$ cat src/rtl/bin2bcd_seq_if.sv
// Handshake and data bundle between a conversion requester and bin2bcd_seq.
// The requester drives start/bin; the converter returns the packed-BCD result
// together with its status flags.
interface bin2bcd_seq_if #(
    parameter int BIN_W  = 20,
    parameter int DIGITS = 6
);
    logic                  start;
    logic [BIN_W-1:0]      bin;
    logic [4*DIGITS-1:0]   bcd;
    logic                  busy;
    logic                  done;
    logic                  ovf;

    modport master (
        output start, bin,
        input  bcd, busy, done, ovf
    );

    modport slave (
        input  start, bin,
        output bcd, busy, done, ovf
    );
endinterface

$ cat src/rtl/bin2bcd_seq.sv
// Sequential binary-to-packed-BCD converter (double dabble, one bit per clock).
// The visible result register only changes on the done edge, so the display
// driver downstream never sees a partially converted value. Inputs above
// 10^DIGITS-1 saturate to all nines and raise ovf.
module bin2bcd_seq #(
    parameter int BIN_W  = 20,
    parameter int DIGITS = 6
) (
    input  logic          clk,
    input  logic          rst,
    bin2bcd_seq_if.slave  bus
);
    localparam int BCD_W = 4 * DIGITS;
    localparam int CNT_W = (BIN_W > 1) ? $clog2(BIN_W) : 1;

    localparam logic [BIN_W-1:0] MAX_VAL  = BIN_W'(10**DIGITS - 1);
    localparam logic [CNT_W-1:0] LAST_CNT = CNT_W'(BIN_W - 1);

    typedef enum logic [1:0] {
        IDLE,
        SHIFT,
        DONE
    } state_t;

    state_t              state_q;
    state_t              state_d;
    logic [BIN_W-1:0]    sr_q;        // remaining binary bits, MSB first
    logic [BCD_W-1:0]    scratch_q;   // BCD digits being built up
    logic [BCD_W-1:0]    adj;         // scratch after the add-3 correction
    logic [CNT_W-1:0]    cnt_q;
    logic                ovf_pend_q;  // overflow decision for the running conversion
    logic [BCD_W-1:0]    bcd_q;
    logic                done_q;
    logic                ovf_q;

    // Add 3 to every digit that is 5 or more so the following doubling carries
    // correctly into the next decimal digit.
    always_comb begin
        // NOTE: every combinational output gets a default first so no path
        // leaves it unassigned and infers a latch.
        adj = scratch_q;
        for (int i = 0; i < DIGITS; i++) begin
            if (scratch_q[4*i +: 4] >= 4'd5)
                adj[4*i +: 4] = scratch_q[4*i +: 4] + 4'd3;
        end
    end

    // Next-state logic: one conversion runs IDLE -> SHIFT x BIN_W -> DONE.
    always_comb begin
        state_d = state_q;
        case (state_q)
            IDLE:    if (bus.start) state_d = SHIFT;
            SHIFT:   if (cnt_q == LAST_CNT) state_d = DONE;
            DONE:    state_d = IDLE;
            default: state_d = IDLE;
        endcase
    end

    // State register.
    always_ff @(posedge clk) begin
        // NOTE: registers are written with non-blocking assignments so every
        // flop samples the values from before the edge, independent of order.
        if (rst) state_q <= IDLE;
        else     state_q <= state_d;
    end

    // Datapath: capture on start, shift one bit per SHIFT cycle, publish on DONE.
    always_ff @(posedge clk) begin
        if (rst) begin
            sr_q       <= '0;
            scratch_q  <= '0;
            cnt_q      <= '0;
            ovf_pend_q <= 1'b0;
            bcd_q      <= '0;
            done_q     <= 1'b0;
            ovf_q      <= 1'b0;
        end else begin
            done_q <= 1'b0;
            case (state_q)
                IDLE: begin
                    if (bus.start) begin
                        sr_q       <= bus.bin;
                        scratch_q  <= '0;
                        cnt_q      <= '0;
                        ovf_pend_q <= (bus.bin > MAX_VAL);
                    end
                end
                SHIFT: begin
                    scratch_q <= {adj[BCD_W-2:0], sr_q[BIN_W-1]};
                    sr_q      <= {sr_q[BIN_W-2:0], 1'b0};
                    cnt_q     <= cnt_q + 1'b1;
                end
                DONE: begin
                    bcd_q  <= ovf_pend_q ? {DIGITS{4'h9}} : scratch_q;
                    ovf_q  <= ovf_pend_q;
                    done_q <= 1'b1;
                end
                default: ;
            endcase
        end
    end

    assign bus.bcd  = bcd_q;
    assign bus.busy = (state_q != IDLE);
    assign bus.done = done_q;
    assign bus.ovf  = ovf_q;
endmodule

$ cat src/flat_wrapper.sv
// flat-port wrapper written by rule: the top's interface ports become plain ports
module bin2bcd_seq_flat 
#(
    parameter int BIN_W  = 20,
    parameter int DIGITS = 6
)
  (clk, rst, bus_start, bus_bin, bus_bcd, bus_busy, bus_done, bus_ovf);
  bin2bcd_seq_if #(.BIN_W(BIN_W), .DIGITS(DIGITS)) bus_i ();
  input  logic clk;
  input  logic rst;
  input wire logic [$bits(bus_i.start)-1:0] bus_start;
  input wire logic [$bits(bus_i.bin)-1:0] bus_bin;
  output wire logic [$bits(bus_i.bcd)-1:0] bus_bcd;
  output wire logic [$bits(bus_i.busy)-1:0] bus_busy;
  output wire logic [$bits(bus_i.done)-1:0] bus_done;
  output wire logic [$bits(bus_i.ovf)-1:0] bus_ovf;
  assign bus_i.start = bus_start;
  assign bus_i.bin = bus_bin;
  assign bus_bcd = bus_i.bcd;
  assign bus_busy = bus_i.busy;
  assign bus_done = bus_i.done;
  assign bus_ovf = bus_i.ovf;
  bin2bcd_seq #(.BIN_W(BIN_W), .DIGITS(DIGITS)) u_core (.clk(clk), .rst(rst), .bus(bus_i));
endmodule
$ cat config.mk
export PLATFORM = sky130hd
export DESIGN_NAME = bin2bcd_seq_flat
export DESIGN_NICKNAME = d
export VERILOG_FILES = /design/src/rtl/bin2bcd_seq_if.sv /design/src/rtl/bin2bcd_seq.sv /design/src/flat_wrapper.sv
export SDC_FILE = /design/constraint.sdc
export NUM_CORES = 1
export LEC_CHECK = 0
export CORE_MARGIN = 2
export CORE_UTILIZATION = 50
export DETAILED_ROUTE_END_ITERATION = 8
export PLACE_DENSITY = 0.74
export SYNTH_ARGS = -nofsm -noshare
export SYNTH_HDL_FRONTEND = slang
export SYNTH_SLANG_ARGS = --single-unit
$ cat constraint.sdc
create_clock -name clk -period 2.3 [get_ports clk]
set_clock_uncertainty 0.15 [all_clocks]
set_input_delay 0.345 -clock clk [delete_from_list [all_inputs] [get_ports clk]]
set_output_delay 0.345 -clock clk [all_outputs]
set_load 0.02 [all_outputs]
==> out/qor.json, run 1 <==
{
  "sta": {
    "finalCritPeriodShare": 0.933,
    "timing.max_slew.rel_slack": 0.513,
    "finalHoldViolCount": 0,
    "grt_setup_unrepaired": "false",
    "setup_violations": 0,
    "fmax_ghz": 0.466,
    "totalNegativeSetupSlack_ns": 0,
    "timing.final.crit_period_ns": 2.15,
    "hold_ws_ns": 0.257,
    "final-max-slew-violation-count": 0,
    "worst_pin_slew_ns": 0.729
  },
  "route": {
    "wire_per_inst_um": 13.7,
    "route.detailed.drc": 0,
    "ant_nets": 0,
    "totalWireLength_um": 7440,
    "first_iter_violations": 160,
    "routed_vias": 2956,
    "drt_first_pass_iters": 4,
    "route.detailed.vias_per_inst": 5.46
  },
  "synthesis": {
    "synth.lib_cells_used.distinct": 37,
    "ys_seq_area_frac": 0.450,
    "synth_edf_count": 0,
    "avgSynthCellArea_um2": 8.42,
    "synthCells": 412,
    "asyncSetResetFlopFracSynth": 0,
    "synth.cell_area_um2": 3470,
    "synth_warnings": 0,
    "mappedNetlistNets": 448,
    "synth-seq-cells": 78,
    "top_flip_flop_cell_by_instance_count_after_synthesis": "sky130_fd_sc_hd__dfxtp_1"
  },
  "setup_path": {
    "worstSetupStartpointType": "flop",
    "rr_endpoint": "u_core.scratch_q[4]",
    "r2r_cells": 3,
    "critical_path_arrival_ns": 1.65,
    "r2r_slack_ns": 0.41,
    "worst_endpoint_required_time_ns": 1.80,
    "cp_capture_type": "output port",
    "crit_path_max_fanout": 12,
    "worstReg2RegStart": "u_core.state_q[0]",
    "path_class": "flop to output port"
  },
  "clock_tree": {
    "h-tree-depth": 3,
    "cts.repair.resized": 0,
    "cts_hold_repair.buffers": 0,
    "clock_tree.buffer_depth": 2,
    "cts_post_setup_buffers_inserted": 0,
    "ctsRootBufferMaster": "sky130_fd_sc_hd__clkbuf_8",
    "tritoncts": "built",
    "cts_num_sinks": 78,
    "clkSlewWorstSetupHoldPaths_ns": 0.07,
    "insertion_delay_ns": 0.35,
    "cts-buffers-inserted": 9
  },
  "power": {
    "p_clk_frac": 0.408,
    "power_switching_share": 0.233,
    "power_density_nw_per_um2": 657,
    "leakage_power_uw": 0.00161,
    "p_int_uw": 2120,
    "combinational_share_of_power": 0.080,
    "irDropWorstVdd_mv": 0.349,
    "share_seq_of_total_power": 0.512,
    "total_switching_power_uw": 643
  },
  "global_routing": {
    "grt_antenna_before_repair": 0,
    "grt_util_all_layers": 0.212,
    "first_global_vias": 2743,
    "total_grt_overflow": 0,
    "grt_first_pass_wirelength_um": 12800,
    "maximum_number_of_pins_on_one_net_before_global_route_repair": 25
  },
  "die": {
    "initial_core_util": 0.513,
    "ios": 50,
    "floorplan.rows": 30,
    "design.die.area_um2": 7620,
    "core_area_um2": 6760,
    "dieHeight_um": 87.3,
    "die-width_um": 87.3
  },
  "worst_hold_path": {
    "min-delay-path-class": "input pin to flop",
    "worst_hold_path.num_cells": 2,
    "hold_end": "u_core.scratch_q[0]",
    "worst_hold_startpoint": "rst"
  },
  "final_layout": {
    "layout.nets": 492,
    "fillCellCount": 592,
    "drive_above_1_share": 0.0759,
    "total_inserted_antenna_cells": 0,
    "syn_to_final_growth_pct": 21.4
  },
  "job": {
    "max_cap_viol_count": 0
  },
  "placement": {
    "routabilityCongestion": 0.821,
    "numPortBuffers": 49,
    "post-dp-hpwl_um": 5010
  },
  "run_status": {
    "outcome": "finished clean"
  }
}
## Yosys cell counts (all sizes together) (2+ instances only)
cell / instances / area, um2
inv: 15 / 56.3
nor2: 78 / 298
nand3: 11 / 55.1
or3: 6 / 37.5
clkbuf: 8 / 30.0
xnor2: 6 / 52.6
mux2i: 6 / 60.1
o221a: 2 / 22.5
ha: 13 / 163
nor4: 14 / 103
nor2b: 3 / 18.8
xor2: 6 / 52.6
nand2b: 8 / 50.1
nand2: 20 / 75.1
a22o: 17 / 149
a21oi: 35 / 175
o221ai: 2 / 17.5
or2: 3 / 18.8
nand4: 3 / 18.8
nand3b: 6 / 45.0
buf: 19 / 113
dfxtp: 78 / 1560
o21ai: 11 / 55.1
nor3: 35 / 175
## per-layer routing
layer	track usage	vias up	share of wire
met5	0	-	0
met4	0.0937	0	0.018
met3	0.0313	11	0.036
met2	0.342	56	0.48
met1	0.281	1385	0.46
li1	-	1504	-
## metrics by stage
| stage | total power (uW) | area (um2) | std cells | utilization | setup slack (ns) |
|---|---|---|---|---|---|
| floorplan | 1590 | 3470 | 412 | - | 0.799 |
| global placement | 1660 | 3990 | 525 | 0.591 | 0.192 |
| detailed placement | 1670 | 3990 | 525 | 0.591 | 0.149 |
| CTS | 2780 | 4210 | 541 | 0.623 | 0.132 |
| global route | 2870 | 4210 | 541 | 0.623 | 0.102 |
| finish | 2760 | 4210 | 541 | 0.623 | 0.153 |
## logic make-up (layout without fill, tap and decap cells)
group,count (synthesis),in the layout,synth area share
AOI/OAI and AO/OA,70,70,0.128
xor gates and xnor gates,12,12,0.0303
adders and majority gates,13,13,0.0469
buffers and inverters,42,91,0.0574
DFF,78,78,0.450
muxes,7,7,0.0206
and+or+nand+nor,190,190,0.266
## layout by cell type, fill, tap and decap left out, drive strengths merged, types with 12 or more instances in the layout
master	n
buf	12
a21oi	35
nand2	20
nor2	78
a22o	17
ha	13
clkdlybuf4s50	48
inv	15
dfxtp	78
nor3	35
clkbuf	12
nor4	14
## state kept, by name, indices dropped and copies added, names as in the netlist
name / flops
u_core.scratch_q: 24
u_core.cnt_q: 5
u_core.ovf_pend_q: 1
u_core.bus.done: 1
u_core.bus.bcd: 24
u_core.bus.ovf: 1
u_core.state_q: 2
u_core.sr_q: 20
## layout make-up
class | instances | area, um2 | area share
Timing Repair Buffer | 60 | 568 | 0.135
Tap cell | 80 | 100 | 0.0238
Sequential cell | 78 | 1560 | 0.371
Inverter | 15 | 56.3 | 0.0134
Clock inverter | 4 | 70.1 | 0.0167
Clock buffer | 12 | 145 | 0.0345
Multi-Input combinational cell | 292 | 1710 | 0.406
## critical path, cell delays in order (launching register included)
cell and delay [ns]:
sky130_fd_sc_hd__dfxtp_1 0.52, sky130_fd_sc_hd__or2_2 0.19, sky130_fd_sc_hd__clkdlybuf4s50_1 0.60
## power groups by stage
stage	combinational [uW]	clock, uW	sequential [uW]
2_1_floorplan	149	0	1440
3_3_place_gp	217	0	1440
3_5_place_dp	221	0	1450
4_1_cts	222	1150	1420
5_1_grt	244	1210	1420
6_report	220	1130	1420
## worst max path at each step
stage / start / to / slack (ns) / depth (start not counted)
after global routing: u_core.state_q[0] / bus_busy / 0.10 / 2
final: u_core.state_q[0] / bus_busy / 0.15 / 2
after CTS: u_core.state_q[0] / bus_busy / 0.13 / 2
after floorplan: u_core.scratch_q[9] / u_core.scratch_q[10] / 0.80 / 6
after detailed placement: bus_start / u_core.scratch_q[4] / 0.15 / 6
after global placement: bus_start / u_core.scratch_q[16] / 0.19 / 6
Note: power is estimated with default switching activity, not from simulation.
==> run 2: changes to the inputs <==
--- a/config.mk
+++ b/config.mk
@@ -8,7 +8,7 @@
 export CORE_MARGIN = 2
 export CORE_UTILIZATION = 50
 export DETAILED_ROUTE_END_ITERATION = 8
-export PLACE_DENSITY = 0.74
+export PLACE_DENSITY = 0.76
 export SYNTH_ARGS = -nofsm -noshare
 export SYNTH_HDL_FRONTEND = slang
 export SYNTH_SLANG_ARGS = --single-unit
==> run 2 against run 1 <==
Clock power increased by 5%. Clock-buffer cell count grew 1. Design area is 0.80% higher. Critical endpoint unchanged.
==> out/qor.json, run 2 (synthesis gave the netlist of run 1 again) <==
{
  "run_status": {
    "outcome": "finished clean"
  },
  "power": {
    "combinational_share_of_power": {"value": 0.079, "change": "about the same"},
    "p_clk_frac": {"value": 0.420, "change": "+0.012"},
    "total_switching_power": {"value": 642, "unit": "uW", "change": "-0.10%"},
    "irDropWorstVdd": {"value": 0.306, "unit": "mV", "change": "-12%"},
    "power_switching_share": {"value": 0.227, "change": "-0.00548"},
    "power_density": {"value": 666, "unit": "nW/um2", "change": "+1.5%"},
    "leakage_power": {"value": 0.00163, "unit": "uW", "change": "+1.1%"},
    "p_int": {"value": 2180, "unit": "uW", "change": "+3.0%"},
    "share_seq_of_total_power": {"value": 0.501, "change": "-0.011"}
  },
  "global_routing": {
    "first_global_vias": {"value": 2862, "change": "+4.3%"},
    "grt_antenna_before_repair": {"value": 0, "change": "unchanged"},
    "grt_util_all_layers": {"value": 0.217, "change": "+0.00568"},
    "maximum_number_of_pins_on_one_net_before_global_route_repair": {"value": 28, "change": "+12%"},
    "grt_first_pass_wirelength": {"value": 13100, "unit": "um", "change": "+2.9%"},
    "total_grt_overflow": {"value": 0, "change": "unchanged"}
  },
  "setup_path": {
    "cp_capture_type": "output port",
    "critical_path_buf_inv_count": {"value": 1, "change": "unchanged"},
    "crit_path_max_fanout": {"value": 12, "change": "unchanged"},
    "cp_cell_sequence": "or2_2 > clkdlybuf4s50_1",
    "path_class": "flop to output port",
    "r2r_slack": {"value": 0.55, "unit": "ns", "change": "+0.14 ns"},
    "critical_path_arrival": {"value": 1.65, "unit": "ns", "change": "about the same"},
    "worst_endpoint_required_time": {"value": 1.80, "unit": "ns", "change": "about the same"},
    "crit_family": "buffers and inverters",
    "critical-path-max-stage-delay": {"value": 0.59, "unit": "ns", "change": "about the same"},
    "crit_slowest_cell": "sky130_fd_sc_hd__clkdlybuf4s50_1",
    "worstSetupStartpointType": "flop"
  },
  "die": {
    "ios": {"value": 50, "change": "unchanged"},
    "initial_core_util": {"value": 0.513, "change": "unchanged"},
    "dieHeight": {"value": 87.3, "unit": "um", "change": "unchanged"},
    "floorplan.rows": {"value": 30, "change": "unchanged"},
    "design.die.area": {"value": 7620, "unit": "um2", "change": "unchanged"},
    "die-width": {"value": 87.3, "unit": "um", "change": "unchanged"},
    "core_area": {"value": 6760, "unit": "um2", "change": "unchanged"}
  },
  "clock_tree": {
    "clkSlewWorstSetupHoldPaths": {"value": 0.08, "unit": "ns", "change": "about the same"},
    "cts-buffers-inserted": {"value": 9, "change": "unchanged"},
    "tritoncts": "built",
    "cts.repair.resized": {"value": 0, "change": "unchanged"},
    "h-tree-depth": {"value": 3, "change": "unchanged"},
    "insertion_delay": {"value": 0.35, "unit": "ns", "change": "about the same"},
    "cts_num_sinks": {"value": 78, "change": "unchanged"},
    "cts_hold_repair.buffers": {"value": 0, "change": "unchanged"},
    "cts_post_setup_buffers_inserted": {"value": 0, "change": "unchanged"},
    "ctsRootBufferMaster": "sky130_fd_sc_hd__clkbuf_8",
    "clock_tree.buffer_depth": {"value": 2, "change": "unchanged"}
  },
  "final_layout": {
    "syn_to_final_growth_pct": 22.3,
    "most_common_cell_after_layout_fill_and_taps_aside": "sky130_fd_sc_hd__dfxtp_1",
    "finish.cell_count_without_fillers": {"value": 543, "change": "+0.37%"},
    "layout.nets": {"value": 494, "change": "+0.41%"},
    "most_frequent_cells_in_the_layout": "78 x sky130_fd_sc_hd__dfxtp_1, 76 x sky130_fd_sc_hd__nor2_1, 48 x sky130_fd_sc_hd__clkdlybuf4s50_1",
    "total_inserted_antenna_cells": {"value": 0, "change": "unchanged"},
    "drive_above_1_share": {"value": 0.0821, "change": "+0.00615"},
    "fillCellCount": {"value": 574, "change": "-3.0%"}
  },
  "sta": {
    "grt_setup_unrepaired": "false",
    "final-max-slew-violation-count": {"value": 0, "change": "unchanged"},
    "setup_violations": {"value": 0, "change": "unchanged"},
    "finalHoldViolCount": {"value": 0, "change": "unchanged"},
    "totalNegativeSetupSlack": {"value": 0, "unit": "ns", "change": "unchanged"},
    "finalCritPeriodShare": {"value": 0.934, "change": "about the same"},
    "worst_pin_slew": {"value": 0.728, "unit": "ns", "change": "-0.00129 ns"},
    "timing.max_slew.rel_slack": {"value": 0.514, "change": "+0.000858"},
    "timing.final.crit_period": {"value": 2.15, "unit": "ns", "change": "+0.000708 ns"},
    "fmax": {"value": 0.466, "unit": "GHz", "change": "about the same"}
  },
  "route": {
    "routed_vias": {"value": 2959, "change": "+0.10%"},
    "first_iter_violations": {"value": 111, "change": "-31%"},
    "met3RoutedLength": {"value": 165, "unit": "um", "change": "-38%"},
    "totalWireLength": {"value": 7590, "unit": "um", "change": "+2.1%"},
    "ant_nets": {"value": 0, "change": "unchanged"},
    "top_layer_in_use": "met4",
    "wire_per_inst": {"value": 14.0, "unit": "um", "change": "+1.7%"},
    "route.detailed.drc": {"value": 0, "change": "unchanged"},
    "route.detailed.vias_per_inst": {"value": 5.45, "change": "-0.27%"},
    "dr_wl_met2": {"value": 3570, "unit": "um", "change": "-0.50%"},
    "drt-met1-wl": {"value": 3710, "unit": "um", "change": "+7.5%"},
    "drt_first_pass_iters": {"value": 4, "change": "unchanged"}
  },
  "job": {
    "max_cap_viol_count": {"value": 0, "change": "unchanged"}
  },
  "worst_hold_path": {
    "min-delay-path-class": "flop to flop"
  },
  "placement": {
    "routabilityCongestion": {"value": 0.777, "change": "-5.4%"},
    "place_inst": {"value": 527, "change": "+0.38%"},
    "numPortBuffers": {"value": 49, "change": "unchanged"},
    "post-dp-hpwl": {"value": 5090, "unit": "um", "change": "+1.6%"}
  }
}
## run 2: worst paths after layout
kind	from	to	cells past startpoint
setup / recovery	u_core.state_q[0]	bus_busy	2
hold / removal	u_core.bus.ovf	u_core.bus.ovf	2
setup reg to reg	u_core.state_q[0]	u_core.sr_q[13]	4
hold reg to reg	u_core.bus.ovf	u_core.bus.ovf	2
## run 2: worst min-delay path: cells and delay by family (launching register included)
family / cells / cell delay, ns
AOI/OAI and AO/OA: 1 / 0.05
and+or+nand+nor: 1 / 0.05
DFF: 1 / 0.31
## run 2: area by class of cell
type	instances	area, um2	share of cell area
multi-input cells	292	1710	0.402
clock buffers	13	169	0.0398
clock inverters	3	65.1	0.0153
repair buffers	62	583	0.137
well taps	80	100	0.0236
inverters	15	56.3	0.0133
flip-flops and latches	78	1560	0.368
## run 2: metal layers
layer	track usage	vias to the layer above
li1	-	1504
met2	0.356	46
met4	0.0797	0
met1	0.289	1396
met5	0	-
met3	0.0360	13
## run 2: power by group through the flow
| stage | logic (uW) | registers [uW] | clock network (uW) |
|---|---|---|---|
| floorplan | 149 | 1440 | 0 |
| global placement | 218 | 1440 | 0 |
| detailed placement | 224 | 1450 | 0 |
| CTS | 225 | 1410 | 1200 |
| global route | 249 | 1420 | 1250 |
| finish | 225 | 1420 | 1190 |
## run 2: metrics by stage
stage               setup slack, ns  power [uW]  utilization  hold WS [ns]  area [um2]
global placement              0.221        1660        0.593         0.288        4010
CTS                           0.156        2840        0.628         0.304        4240
detailed placement            0.193        1670        0.593         0.295        4010
global route                  0.111        2920        0.628         0.325        4240
floorplan                     0.799        1590            -         0.282        3470
finish                        0.152        2830        0.628         0.303        4240
